==> src/rtl/eth_frame_builder.sv <==
// eth_frame_builder: prepends a runtime-programmable HDR_WORDS header to each AXI-Stream payload frame.
// Define FRAME_PAD_EN to zero-pad short frames up to MIN_FRAME_WORDS words.
module eth_frame_builder #(
    parameter int DATA_W = 64,
    parameter int HDR_WORDS = 7,
    parameter int MIN_FRAME_WORDS = 8,
    localparam int KEEP_W = DATA_W / 8
) (
    input  logic              clk156,
    input  logic              rst,
    input  logic              cfg_wr_en,
    input  logic [3:0]        cfg_wr_addr,
    input  logic [DATA_W-1:0] cfg_wr_data,
    input  logic [DATA_W-1:0] s_data,
    input  logic [KEEP_W-1:0] s_keep,
    input  logic              s_valid,
    input  logic              s_last,
    output logic              s_ready,
    output logic [DATA_W-1:0] m_data,
    output logic [KEEP_W-1:0] m_keep,
    output logic              m_valid,
    output logic              m_last,
    input  logic              m_ready,
    output logic              tx_busy,
    output logic [31:0]       tx_frame_count,
    output logic [31:0]       tx_byte_count
);
`ifdef FRAME_PAD_EN
    localparam bit PAD_EN = 1'b1;
`else
    localparam bit PAD_EN = 1'b0;
`endif
    typedef enum logic [1:0] {IDLE, HDR, PAYLOAD, PAD} state_t;
    state_t r_state, w_state;
    logic [3:0] r_idx, w_idx;
    logic [15:0] r_wcnt, w_wcnt, w_wcnt_inc;
    logic [DATA_W-1:0] r_hdr [16];
    logic [DATA_W-1:0] w_data, w_mask;
    logic [KEEP_W-1:0] w_keep;
    logic w_valid, w_last, w_ld, w_acc, w_short;
    logic [31:0] w_pop;

    assign w_ld = !m_valid || m_ready;
    assign s_ready = (r_state == PAYLOAD) && w_ld;
    assign w_acc = s_valid && s_ready;
    assign tx_busy = r_state != IDLE;
    assign w_wcnt_inc = (r_wcnt == 16'hFFFF) ? r_wcnt : r_wcnt + 16'd1;
    // the word being accepted now still leaves the frame below the minimum length
    assign w_short = PAD_EN && (32'(w_wcnt_inc) < MIN_FRAME_WORDS);

    always_comb begin
        w_pop = '0;
        w_mask = '0;
        for (int b = 0; b < KEEP_W; b++) begin
            w_pop = w_pop + 32'(s_keep[b]);
            w_mask[b*8 +: 8] = {8{s_keep[b]}};
        end
    end

    always_comb begin
        w_state = r_state;
        w_idx = r_idx;
        w_wcnt = r_wcnt;
        w_data = m_data;
        w_keep = m_keep;
        w_valid = m_valid;
        w_last = m_last;
        if (w_ld) begin
            w_valid = 1'b0;
            w_last = 1'b0;
        end
        case (r_state)
            IDLE: if (s_valid) begin
                w_state = HDR;
                w_idx = '0;
                w_wcnt = '0;
            end
            HDR: if (w_ld) begin
                w_data = r_hdr[r_idx];
                w_keep = '1;
                w_valid = 1'b1;
                w_idx = r_idx + 4'd1;
                w_wcnt = w_wcnt_inc;
                if (32'(r_idx) == HDR_WORDS - 1) w_state = PAYLOAD;
            end
            PAYLOAD: if (w_acc) begin
                w_valid = 1'b1;
                w_wcnt = w_wcnt_inc;
                w_data = (s_last && w_short) ? (s_data & w_mask) : s_data;
                w_keep = (s_last && w_short) ? '1 : s_keep;
                w_last = s_last && !w_short;
                if (s_last) w_state = w_short ? PAD : IDLE;
            end
            default: if (w_ld) begin
                w_data = '0;
                w_keep = '1;
                w_valid = 1'b1;
                w_wcnt = w_wcnt_inc;
                w_last = 32'(w_wcnt_inc) >= MIN_FRAME_WORDS;
                if (w_last) w_state = IDLE;
            end
        endcase
    end

    always_ff @(posedge clk156) begin
        if (rst) begin
            r_state <= IDLE;
            r_idx <= '0;
            r_wcnt <= '0;
            m_data <= '0;
            m_keep <= '0;
            m_valid <= 1'b0;
            m_last <= 1'b0;
            tx_frame_count <= '0;
            tx_byte_count <= '0;
            for (int i = 0; i < 16; i++) r_hdr[i] <= '0;
        end else begin
            r_state <= w_state;
            r_idx <= w_idx;
            r_wcnt <= w_wcnt;
            m_data <= w_data;
            m_keep <= w_keep;
            m_valid <= w_valid;
            m_last <= w_last;
            // header is frozen for the whole frame; the cycle leaving IDLE still accepts
            if (cfg_wr_en && !tx_busy && 32'(cfg_wr_addr) < HDR_WORDS) r_hdr[cfg_wr_addr] <= cfg_wr_data;
            if (w_acc) tx_byte_count <= tx_byte_count + w_pop;
            if (m_valid && m_ready && m_last) tx_frame_count <= tx_frame_count + 32'd1;
        end
    end
endmodule
==> config.mk <==
export PLATFORM = sky130hd
export DESIGN_NAME = eth_frame_builder
export DESIGN_NICKNAME = d
export VERILOG_FILES = /design/src/rtl/eth_frame_builder.sv
export SDC_FILE = /design/constraint.sdc
export NUM_CORES = 2
export LEC_CHECK = 0
export BUFFER_PORTS_ARGS = -buffer_cell sky130_fd_sc_hd__clkbuf_2
export CAP_MARGIN = 30
export CORE_ASPECT_RATIO = 1.75
export CORE_MARGIN = 4
export CORE_UTILIZATION = 45
export CTS_BUF_LIST = sky130_fd_sc_hd__clkbuf_16
export CTS_CLUSTER_DIAMETER = 80
export DETAILED_ROUTE_END_ITERATION = 10
export PLACE_DENSITY = 0.73
export SETUP_SLACK_MARGIN = 0.3
export SYNTH_ARGS = -nofsm -noshare
export SYNTH_HDL_FRONTEND = slang
export SYNTH_SLANG_ARGS = --single-unit
==> constraint.sdc <==
create_clock -name clk156 -period 8.6 [get_ports clk156]
set_input_delay 1.29 -clock clk156 [delete_from_list [all_inputs] [get_ports clk156]]
set_output_delay 1.29 -clock clk156 [all_outputs]
set_load 0.01 [all_outputs]
# Word-level counts from Yosys, hierarchy flattened
# Memory sizes are Yosys's and may differ from the RTL's. A register that Yosys moved wholly into a read port is not among the register bits.
# Index checks and enable logic that the tools add are counted.
dict set report op_classes {
  addsub 11
  order_cmp 2
  n_eq_ne 9
  n_mux 41
  bitwise_logic 1
  n_reduce_logical 22
}
# operator count
set ops {}
lappend ops {{$mux W64} 4}
lappend ops {{$pmux W64 S3} 1}
lappend ops {{$mux W16} 4}
lappend ops {{$reduce_or A64 Y1} 1}
lappend ops {{$add A32 B1 Y32 const B} 1}
lappend ops {{$add A32 B8 Y32} 1}
lappend ops {{$pmux W16 S2} 1}
lappend ops {{$mux W4} 5}
lappend ops {{$add A16 B1 Y16 const B} 1}
lappend ops {{$eq A16 B16 Y1 const B} 1}
lappend ops {{$ge A16 B4 Y1 const B} 1}
lappend ops {{$mux W8} 2}
lappend ops {{$pmux W8 S2} 1}
lappend ops {{$mux W2} 7}
lappend ops {{$mux W1} 12}
lappend ops {{$ne A2 B2 Y1 const B} 5}
lappend ops {{$reduce_and A3 Y1} 3}
lappend ops {{$add A7 B1 Y8} 1}
lappend ops {{$pmux W4 S2} 1}
lappend ops {{$add A6 B1 Y7} 1}
lappend ops {{$reduce_and A7 Y1} 1}
lappend ops {{$add A5 B1 Y6} 1}
lappend ops {{$logic_and A1 B1 Y1} 6}
lappend ops {{$pmux W2 S3} 1}
lappend ops {{other kinds (19)} 23}
dict set report totals {
  regBits 160
  mem_bits_rw 1024
  in_bits 146
  output_inout_bits 140
  word_cells 96
  mem_count 1
}
# name words word_bits rd rd_ports_with_merged_regs write_ports line_no
set mem_list {}
lappend mem_list {r_hdr 16 64 1 1 16 37} ;# logic [DATA_W-1:0] r_hdr [16];

# Depth between registers and ports, before layout
dict set report logic_depth {
  depth_word 9
  mapped_depth 14
  mapped_depth_nobuf 13
}

# Least setup slack after synthesis
# OpenSTA, ideal clock, no wires.
dict set report synth_path {
  path_type {input-to-reg}
  from {in rst}
  to {mem r_hdr[1][0] (enable)}
  setup_time_ns 0.574
  arrival_ns 6.510
  required_ns 8.026
  slack_ns 1.515
  path_stages 4
  path_buffers 1
  path_cell_list {clkbuf_1 nor4b_1 nand2b_1 o21ai_0}
}
# element line_no
set synth_rtl {}
lappend synth_rtl {{start, declared} 10} ;# input logic rst,
lappend synth_rtl {{end, declared} 37}

==> results.md <==
* CP Launch Type: register
* Top cells by area, synth: edfxtp_1, mux4_2, dfxtp_1, and2_1, clkbuf_1
* Maximum number of pins on one net before global-route repair at 112
* CTS Buf Count at 105
* Syn Std Cell Area at 0.0489 mm^2
* Worst reg2reg path depth at 9
* Seq/Total Area, Yosys at between 60% and 70%
* Setup tns final at 0 ns
* Die area at between 0.1 and 0.15 mm^2
* Global-route wire length before repair at 164000 um
* CP delay by family, top: simple AND/OR/NAND/NOR gates
* Reg2reg start: r_state[0]
* Initial antenna violation count at 17
* PostCTS Resize Cnt at 0
* Starting Density at a little under half
* WP data arrival at 4.82 ns
* Initial DRC Count at 2023
* Core region area at 0.108 mm^2
* Die X-Extent at 257 um
* Yosys top cell area share at 62.9%
* CTS tree: yes
* Crit-path cells: inv_1 -> ha_1 -> inv_2 -> nor4b_1 -> nand2b_1 -> nor3_2 -> buf_4 -> or2_4 -> buf_4
* Max cap viols at 0
* Worst Skew at 0.0348 ns
* RSZ-0062 raised after global routing: false
* Routed wire per std cell at 20.6 um
* Largest stage delay on the critical path at 0.69 ns
* Status: finished clean
* Period utilization at 52.4%
* Via count at 26289
* Worst reg2reg setup slack at between 4 and 5 ns
* Die Ht at 444 um
* Hold Path Origin: m_data[20]
* Worst path bufs/invs at 4
* Total Routed Length at 107000 um
* Synth Flop Type: edfxtp_1
* CTS HTree Levels at 3
* FILL cells at 8622
* Synth async-reset ratio at 0%
* DR pass1 iterations at 5
* Crit path time final at 4.50 ns
* CP max-delay cell: buf_4
* Vias in the first global route at between 20000 and 30000
* Max Fclk at about 220 MHz
* Hold buffer count at cts at 0
* GRT overflow at 0
* Final Setup Violations at 0
* # rows at 159
* Top Ports at approximately 290
* Crit Reg-Reg Endpoint: r_hdr[0][59]
* Final Util at 53.6%
* DRC at 0
* Crit path top cell by count: buf_4
* Synth Register Bits at 1188
* Clk slew on worst S/H paths at 0.07 ns
* Slew Viols, Final at 0
* Synthesized area per cell at between 15 and 20 um^2
* Area grow syn2layout at 17.9%
* Top-count cell post-synth: edfxtp_1
* Worst hold endpoint: m_data[20]
* Final Hold Fails at 0
* Gr usage total at 18.8%
* Final net count at 3808
* Lkg Pwr at around 21 nW
* Max clock buf depth at 3
* Crit path required time at 8.92 ns
* Final instance area at 0.0577 mm^2
* Post-synth cell types at 68
* Fin Hold WS at 0.454 ns
* Power density cells at 250 mW/mm^2
* Post-synth EDFFs at ~1000
* Clock root cell: clkbuf_16
* Cells after Synth at ~2800
* Synth top cells by count: edfxtp_1, and2_1, mux4_2
* Port buffer count at 285
* Synth area leader: edfxtp_1
* Post-DP HPWL at 64800 um
* Post-DP Area at 0.0541 mm^2
* Gpl congestion at 0.767
* Post-CTS Setup Inserts at 0
* CP Max Fanout at between 60 and 70
* Clock insertion delay at the later pin of the skew report at between 0.7 and 0.8 ns
* Crit Path Class: reg2reg
* Share of layout cells above drive strength 1 at 22.6%
* Antenna violation net count after detailed routing at 0
* Maximum VDD drop at 0.166 mV
* Total power at 14.4 mW
* Relative slew slack at 35.3%
* Vias per cell at approximately 5.1
* CP endpoint kind: register
* Worst hold path depth at 2
* Worst Max-Slew Pin Slew at 0.971 ns
* HP Class: reg2reg
* Synth Warn # at 0
* Clock Sinks at ~1200
==> per-layer routing <==
metal | part of all wire (%) | up-vias | GRT usage (%)
li1 | - | 12031 | -
met1 | 38 | 13297 | 23.0
met2 | 53 | 764 | 34.0
met3 | 5.8 | 179 | 3.32
met4 | 2.9 | 18 | 6.06
met5 | 0.12 | - | 0
==> placed cells by master, fill, tap and decap left out, types with 24 or more instances in the layout <==
cell type  netlist  layout
nand2_1         95      95
and3_1          24      24
clkbuf_16        0     107
conb_1           1     576
o21ai_0         91      87
xor2_1          43      43
mux4_2         320     320
clkinv_1         1      24
and2_1         456     456
a21oi_1         27      27
dfxtp_1        164     160
clkbuf_2         1     284
nor2_1          96      91
a22oi_1         64      64
edfxtp_1      1024    1024
nand3_1         30      29
inv_1           20      44
buf_4            6      36
==> worst max path at each step <==
stage	from	end	slack, ns	cells past startpoint
floorplan	rst	r_hdr[1][0]	1.52	4
global placement	s_keep[0]	tx_byte_count[12]	3.53	14
detailed placement	rst	r_hdr[15][41]	3.45	4
CTS	r_state[0]	r_hdr[0][59]	4.08	9
global route	r_state[0]	r_hdr[0][59]	3.88	9
finish	r_state[0]	r_hdr[0][59]	4.10	9
==> cell families after synthesis <==
logic type | count (synthesis) | share of synthesized area (%)
multiplexers | 325 | 14.8
XOR/XNOR | 57 | 1.02
AND/OR/NAND/NOR | 779 | 9.07
adder cells (fa/ha/maj) | 19 | 0.563
other | 1 | 0.00766
AO/OA/AOI/OAI | 240 | 3.19
flip-flops | 1188 | 69.6
buffers and inverters | 211 | 1.76
==> metrics by stage <==
step                cells  setup slack (ns)
finish               5186              4.10
global route         5184              3.88
detailed placement   4981              3.45
floorplan            3395              1.52
global placement     4978              3.53
CTS                  5179              4.08
==> sequential cells by signal (all words and copies together) (netlist names), named ones only <==
signal / cells
r_wcnt: 16
m_data: 64
r_idx: 4
m_keep: 8
tx_frame_count: 32
r_state: 2
m_valid: 1
r_hdr: 1024
tx_byte_count: 32
==> power breakdown <==
group / internal, mW / switching, mW / total, mW / leakage [nW]
Sequential: 6.66 / 0.173 / 6.83 / 11.6
Clock: 2.65 / 2.09 / 4.75 / 1.79
Combinational: 1.32 / 1.53 / 2.85 / 7.82
==> area by class of cell <==
| class | count | area [um^2] | area share (%) |
|---|---|---|---|
| Timing Repair Buffer | 330 | 1930 | 3.35 |
| Inverter | 22 | 82.6 | 0.143 |
| Tap cell | 1449 | 1810 | 3.14 |
| Sequential cell | 1188 | 34000 | 59.0 |
| Multi-Input combinational cell | 1996 | 16300 | 28.3 |
| Clock buffer | 107 | 2680 | 4.64 |
| Antenna cell | 3 | 7.51 | 0.0130 |
| Clock inverter | 91 | 797 | 1.38 |
==> worst min-delay path: cells and delay by family, from the launching register on <==
family             cells  cell delay [ns]
DFF                    1             0.32
and+or+nand+nor        1             0.05
AOI/OAI and AO/OA      1             0.05
Note: power is estimated with default switching activity, not from simulation.
